--- src/rtl/cc_cond_unit_pkg.sv ---
// Shared Y86-64 condition-code definitions: icodes, condition ifuns, flag bit positions.
// Used by the condition unit and by decode (cmov write suppression).
package cc_cond_unit_pkg;

  localparam int CC_W  = 3;
  localparam int CF_ZF = 0;
  localparam int CF_SF = 1;
  localparam int CF_OF = 2;

  localparam logic [3:0] I_RRMOVQ = 4'd2;
  localparam logic [3:0] I_OPQ    = 4'd6;
  localparam logic [3:0] I_JXX    = 4'd7;

  typedef enum logic [3:0] {
    C_YES = 4'd0,
    C_LE  = 4'd1,
    C_L   = 4'd2,
    C_E   = 4'd3,
    C_NE  = 4'd4,
    C_GE  = 4'd5,
    C_G   = 4'd6
  } cond_e;

  function automatic logic is_cond_icode(input logic [3:0] icode);
    return (icode == I_RRMOVQ) || (icode == I_JXX);
  endfunction

endpackage

--- src/rtl/cc_cond_unit_cond_eval.sv ---
// Purely combinational jXX/cmovXX condition evaluator: (cc, ifun) -> (cnd, err).
// Out-of-range ifun yields cnd=0 and err=1.
module cc_cond_unit_cond_eval
  import cc_cond_unit_pkg::*;
(
  input  logic [CC_W-1:0] cc,
  input  logic [3:0]      ifun,
  output logic            cnd,
  output logic            err
);

  logic zf;
  logic lt;

  assign zf  = cc[CF_ZF];
  assign lt  = cc[CF_SF] ^ cc[CF_OF];
  assign err = (ifun > C_G);

  always_comb begin
    cnd = 1'b0;
    case (ifun)
      C_YES:   cnd = 1'b1;
      C_LE:    cnd = lt | zf;
      C_L:     cnd = lt;
      C_E:     cnd = zf;
      C_NE:    cnd = ~zf;
      C_GE:    cnd = ~lt;
      C_G:     cnd = ~lt & ~zf;
      default: cnd = 1'b0;
    endcase
  end

endmodule

--- src/rtl/cc_cond_unit.sv ---
// Execute-stage condition-code register, condition evaluation and M-stage condition register.
// Optional jXX taken/not-taken statistics counters are enabled by defining CC_COND_STATS_EN.
module cc_cond_unit
  import cc_cond_unit_pkg::*;
#(
  parameter logic [CC_W-1:0] CC_RST = 3'b001,
  parameter int              CNT_W  = 32
) (
  input  logic            clk,
  input  logic            rst_n,
  input  logic            e_valid,
  input  logic [3:0]      e_icode,
  input  logic [3:0]      e_ifun,
  input  logic [CC_W-1:0] alu_cf,
  input  logic            exc_pending,
  input  logic            e_stall,
  input  logic            m_bubble,
  output logic [CC_W-1:0] cc,
`ifdef CC_COND_STATS_EN
  output logic [CNT_W-1:0] taken_cnt,
  output logic [CNT_W-1:0] not_taken_cnt,
`endif
  output logic            e_cnd,
  output logic            e_cond_err,
  output logic            M_cnd,
  output logic            M_valid
);

  logic raw_cnd;
  logic raw_err;
  logic cond_use;
  logic cc_we;

  cc_cond_unit_cond_eval u_cond_eval (
    .cc   (cc),
    .ifun (e_ifun),
    .cnd  (raw_cnd),
    .err  (raw_err)
  );

  assign cond_use   = e_valid && is_cond_icode(e_icode);
  assign e_cnd      = cond_use && raw_cnd;
  assign e_cond_err = cond_use && raw_err;

  // An excepting older instruction freezes CC so the faulting state stays architecturally visible.
  assign cc_we = e_valid && (e_icode == I_OPQ) && !exc_pending && !e_stall;

  always_ff @(posedge clk or negedge rst_n) begin
    if (!rst_n) begin
      cc <= CC_RST;
    end else if (cc_we) begin
      cc <= alu_cf;
    end
  end

  always_ff @(posedge clk or negedge rst_n) begin
    if (!rst_n) begin
      M_cnd   <= 1'b0;
      M_valid <= 1'b0;
    end else if (!e_stall) begin
      if (m_bubble) begin
        M_cnd   <= 1'b0;
        M_valid <= 1'b0;
      end else begin
        M_cnd   <= e_cnd;
        M_valid <= e_valid;
      end
    end
  end

`ifdef CC_COND_STATS_EN
  logic jxx_retire;

  assign jxx_retire = e_valid && (e_icode == I_JXX) && !e_stall;

  always_ff @(posedge clk or negedge rst_n) begin
    if (!rst_n) begin
      taken_cnt     <= '0;
      not_taken_cnt <= '0;
    end else if (jxx_retire) begin
      if (e_cnd) begin
        if (taken_cnt != '1) taken_cnt <= taken_cnt + 1'b1;
      end else begin
        if (not_taken_cnt != '1) not_taken_cnt <= not_taken_cnt + 1'b1;
      end
    end
  end
`endif

endmodule

--- config.mk ---
export PLATFORM = sky130hd
export DESIGN_NAME = cc_cond_unit
export DESIGN_NICKNAME = d
export VERILOG_FILES = /design/src/rtl/cc_cond_unit_pkg.sv /design/src/rtl/cc_cond_unit_cond_eval.sv /design/src/rtl/cc_cond_unit.sv
export SDC_FILE = /design/constraint.sdc
export NUM_CORES = 1
export LEC_CHECK = 0
export BUFFER_PORTS_ARGS = -buffer_cell sky130_fd_sc_hd__buf_2
export CAP_MARGIN = 20
export CORE_AREA = 4 4 41 43
export CTS_CLUSTER_DIAMETER = 60
export DETAILED_ROUTE_END_ITERATION = 12
export DIE_AREA = 0 0 45 47
export MAX_ROUTING_LAYER = met4
export PLACE_DENSITY = 0.56
export SYNTH_ARGS = -nofsm -noshare
export SYNTH_HDL_FRONTEND = slang
export SYNTH_SLANG_ARGS = --single-unit
--- constraint.sdc ---
create_clock -name clk -period 1.45 [get_ports clk]
set_input_delay 0.0725 -clock clk [delete_from_list [all_inputs] [get_ports clk]]
set_output_delay 0.0725 -clock clk [all_outputs]
set_load 0.01 [all_outputs]
; ---- Word level (Yosys, flattened, before mapping)
; Cells that the tools add are included.
[totals]
regBits = 5
out_inout_bits = 7
elab_cells = 31
[classes]
n_lt_le_gt_ge = 1
eq_ne = 9
n_mux = 3
n_bitwise = 5
reduce_logical = 10
[op_table]
columns = op, n
row1 = 4-bit by 3-bit == test with 1-bit output (second input constant), 5
row2 = 4-bit by 2-bit == test with 1-bit output (second input constant), 3
row3 = 1-bit one-hot mux with 7 select lines, 1
row4 = 1-bit logical AND, 6
row5 = 4-bit by 1-bit == test with 1-bit output (second input constant), 1
row6 = 4-bit by 3-bit greater-than comparator with 1-bit output (second input constant), 1
row7 = 4-bit logical NOT, 1
row8 = 1-bit logical NOT, 2
row9 = 1-bit 2-to-1 mux, 2
row10 = 1-bit inverter, 2
row11 = 1-bit AND, 1
row12 = 1-bit logical OR, 1
row13 = 1-bit bitwise OR, 1
row14 = 1-bit bitwise XOR, 1

; ---- Longest topological paths before layout
[depth]
ltp_word = 6
mapped_depth = 4

; ---- By module
; Synthesis repeated with hierarchy kept, for this count alone.
[hier_totals]
cells_unflattened = 32
hier_area_um2 = 345.3
[modules_own_cells]
columns = mod, instances, cells_each, area_each_um2
row1 = cc_cond_unit, 1, 21, 255.2
row2 = cc_cond_unit_cond_eval, 1, 11, 90.1

; ---- Worst setup path before layout
; OpenSTA, ideal clock, no wires.
[synth_timing]
path_kind = flip-flop to flip-flop
from = register cc[0]
to = register M_cnd
setup_time_ps = 95
arrival_time_ps = 1092
required_time_ps = 1355
path_slack_ps = 263
path_stages_with_launch = 5
cell_sequence = dfstp_2 > or3_1 > o221ai_1 > o211ai_1 > o31ai_1
[synth_via]
elab_chain_len = 5
word_cells_on_any_way = 6
cone_classes = 2 x mux / 3 x bitwise / 1 x reduce/logical
[synth_rtl]
columns = item, line
row1 = "start, declared", cc_cond_unit.sv:18  ; output logic [CC_W-1:0] cc,
row2 = "start signal, assigned", cc_cond_unit.sv:52  ; cc <= alu_cf;
row3 = 1-bit inverter, "cc_cond_unit_cond_eval.sv:26, cc_cond_unit_cond_eval.sv:28"
row4 = 1-bit AND, cc_cond_unit_cond_eval.sv:28  ; C_G: cnd = ~lt & ~zf;
row5 = 1-bit one-hot mux with 7 select lines (*), cc_cond_unit_cond_eval.sv:21  ; case (ifun)
row6 = 1-bit logical AND (*), cc_cond_unit.sv:42  ; assign e_cnd = cond_use && raw_cnd;
row7 = 1-bit 2-to-1 mux (*), cc_cond_unit.sv:61  ; if (m_bubble) begin
row8 = "end signal, assigned", cc_cond_unit.sv:65  ; M_cnd <= e_cnd;
row9 = "end, declared", cc_cond_unit.sv:25  ; output logic M_cnd,
; Mark *: on every way between the ends. The rest lies on a longest branch, timed or not.
; A chain may end at the register's enable or synchronous reset.

; ---- Worst setup path after layout
[layout_timing]
from = register cc[0]
to = output port e_cnd
[layout_via]
elab_chain_len = 4
word_cells_on_any_way = 5
cone_classes = 1 x mux / 3 x bitwise / 1 x reduce/logical
[layout_rtl]
columns = item, line
row1 = 1-bit inverter, "cc_cond_unit_cond_eval.sv:26, cc_cond_unit_cond_eval.sv:28"
row2 = 1-bit AND, cc_cond_unit_cond_eval.sv:28
row3 = 1-bit one-hot mux with 7 select lines (*), cc_cond_unit_cond_eval.sv:21
row4 = 1-bit logical AND (*), cc_cond_unit.sv:42
row5 = "end, declared", cc_cond_unit.sv:23  ; output logic e_cnd,
; Marked as above.

==> flow_metrics.tcl <==
set metrics [dict create \
    violations "setup timing" \
    start_kind "flip-flop" \
    hp-class "in -> reg" \
    ant_nets 0 \
    vias 344 \
    core_sq_um 1301 \
    setup_viol 1 \
    status "finished with violations" \
    drcViolationCount 0 \
    ios 24 \
    dr.pass1.iters 1 \
    syn_avg_cell_area_sq_um 11.01 \
    dieArea_sq_um 2115 \
    cts_tree "yes" \
    drive_above_1_share_pct 60.00 \
    fin_nets 78 \
    wl_met3_microns 59 \
    ys_ff_latch 5 \
    r2r_slack_ns 0.10 \
    antenna_found_initial 0 \
    clock_latency_ns 0.24 \
    grt_max_degree 6 \
    setup_slack_ns -0.04340 \
    fp.dieH_microns 47 \
    worstMarginPinSlew_ns 0.2054 \
    yosys_warnings 0 \
    drtIter0Drc 0 \
    syn2layout_area_growth_pct 60.23 \
    diodes 0 \
    clk_pin_slew_ns 0.05 \
    crit_fanout 5 \
    grt.overflow.total 0 \
    fmax_ghz 0.6696 \
    ys_seq_area_share_pct 38.26 \
    grt_pass1_vias 357 \
    initial_utilization_pct 25.38 \
    p_per_area_nw_per_um2 861.7 \
    r2r_start "cc[0]" \
    drv_slew 0 \
    grt_first_pass_wirelength_mm 1.338 \
    wl_met2_microns 419 \
    place_area_sq_um 464.2 \
    p_switching_mw 0.1220 \
    crit_start "cc[0]" \
    switching_share_pct 26.75 \
    syn-num-nets 47 \
    rr_worst_depth 5 \
    netlist_instances 30 \
    power_frac_clock_pct 35.3 \
    rows 13 \
    design_area_sq_um 529.3 \
    combPwrFrac_pct 27.0 \
    fin_skew_ns 0.006820 \
    ctsRootBufferMaster "clkbuf_4" \
    vdd_drop_max_uv 414.0 \
    fin_crit_sh_pct 103.0 \
    yosysUniqueCellTypes 22 \
    cp-endpoint "e_cnd" \
    grt_usage_pct 9.344 \
    crit_path_end_kind "output port" \
    numCtsBuffers 3 \
    numPortBuffers 23 \
    htree_levels 1 \
    die-width_microns 45 \
    post-route-min-period_ns 1.493 \
    cap_viol_max_count 0 \
    rsz0062_at_grt "yes" \
    crit_type "reg -> out" \
    wl_met1_microns 329 \
    top_layer "met3" \
    wl_per_cell_microns 10.79 \
    post-place-ws_ns 0.1516 \
    cp.required_ns 1.38 \
    final_util_pct 40.67 \
    drt-vias-per-instance 4.587 \
    cts.path.max_buffers 2 \
    p_int_mw 0.3341 \
    routed_wl_microns 809 \
    synth.cell_area_sq_um 330.3 \
    critPathArrivalTime_ns 1.42 \
    finalHoldViolations 0 \
    hpwl_microns 656.1 \
    maxSlewHeadroom_pct 86.24 \
    worst_r2r_endpoint "M_cnd" \
    seqPwrFrac_pct 37.7 \
    place.gp.congestion 0.6802 \
    cts.sinks 5 \
    power.leakage_nw 0.2926 \
]
-- per-stage QoR --
stage | hold slack (ns) | total power [mW] | cells | TNS (ns)
after floorplan | -0.2231 | 0.2254 | 30 | 0
after global placement | -0.1088 | 0.2798 | 68 | 0
after detailed placement | -0.1083 | 0.2792 | 68 | 0
after CTS | 0.01199 | 0.4678 | 75 | -0.05837
after global routing | 0.02070 | 0.4923 | 75 | -0.1250
final | 0.02332 | 0.4561 | 75 | -0.04340
-- cell usage in the layout (no fill, tap or decap), types with 2 or more instances in the layout --
master    instances
nand2b_1          2
nand2_1           2
clkbuf_4          3
a31oi_1           2
mux2_4            3
dfrtp_1           4
buf_2            23
buf_4             2
-- how the worst min path moves through the flow --
stage	from	cells past startpoint	to
after floorplan	rst_n	0	M_cnd
after global placement	rst_n	1	cc[2]
after detailed placement	rst_n	1	cc[1]
after CTS	m_bubble	2	M_cnd
after global routing	m_bubble	2	M_cnd
final	m_bubble	2	M_cnd
-- power groups by stage --
stage | Sequential [mW] | Combinational (mW) | Clock [mW]
3_3_place_gp | 0.172 | 0.108 | 0
5_1_grt | 0.175 | 0.136 | 0.182
6_report | 0.172 | 0.123 | 0.161
3_5_place_dp | 0.172 | 0.107 | 0
4_1_cts | 0.172 | 0.125 | 0.171
2_1_floorplan | 0.176 | 0.0491 | 0
-- sequential cells by signal (all words and copies together) (netlist names) --
| register | count |
|---|---|
| M_cnd | 1 |
| M_valid | 1 |
| cc | 3 |
-- metal layers --
metal | global-route usage [%] | vias up
met1 | 9.447 | 161
met5 | - | -
met4 | 5.263 | 0
li1 | - | 171
met3 | 4.598 | 0
met2 | 14.69 | 12
-- final cells by class --
class	instances	area, sq um
clock buffers	4	26.28
repair buffers	26	140.1
multi-input cells	24	214.0
well taps	15	18.77
fillers	143	772.0
inverters	1	3.754
flip-flops and latches	5	126.4
-- worst max-delay path: stages, from the launching register on --
cell	delay [ns]
dfstp_2	0.56
or3_1	0.12
o221ai_2	0.08
o211ai_1	0.22
inv_1	0.06
buf_2	0.14
-- synthesized netlist by cell type --
cell / count / area share (%)
xnor2_1: 1 / 2.7
or2b_1: 1 / 2.3
o221ai_1: 1 / 2.7
xor2_1: 1 / 2.7
o31ai_1: 1 / 2.3
o21ai_0: 1 / 1.5
inv_1: 1 / 1.1
a31oi_1: 2 / 3.8
nor3_1: 1 / 1.5
nor2_1: 1 / 1.1
nor2b_1: 1 / 1.9
o211ai_1: 1 / 2.3
nand2_1: 2 / 2.3
or3_1: 1 / 1.9
nand2b_1: 2 / 3.8
dfstp_2: 1 / 8.0
mux2i_1: 1 / 3.0
or4_4: 1 / 3.4
mux2_4: 3 / 14
nand3b_4: 1 / 6.1
and3_1: 1 / 1.9
dfrtp_1: 4 / 30
-- repair_timing --
action / 4_1_cts / 5_1_grt
pin swaps: 3 / 1
setup buffers: 2 / 0
endpoints found under the hold margin: 5 / 0
hold buffers: 1 / 0
resized for setup: 2 / 0
setup endpoints to repair: 1 / 2
cloned: 0 / 0
-- kinds of logic after synthesis --
| logic type | after synthesis | synth area share (%) |
|---|---|---|
| multiplexers | 4 | 16.67 |
| XOR/XNOR | 2 | 5.304 |
| flip-flops | 5 | 38.26 |
| buffers and inverters | 1 | 1.135 |
| AND/OR/NAND/NOR | 12 | 26.14 |
| AO/OA/AOI/OAI | 6 | 12.50 |
No activity file was read; power rests on OpenSTA's default activity.
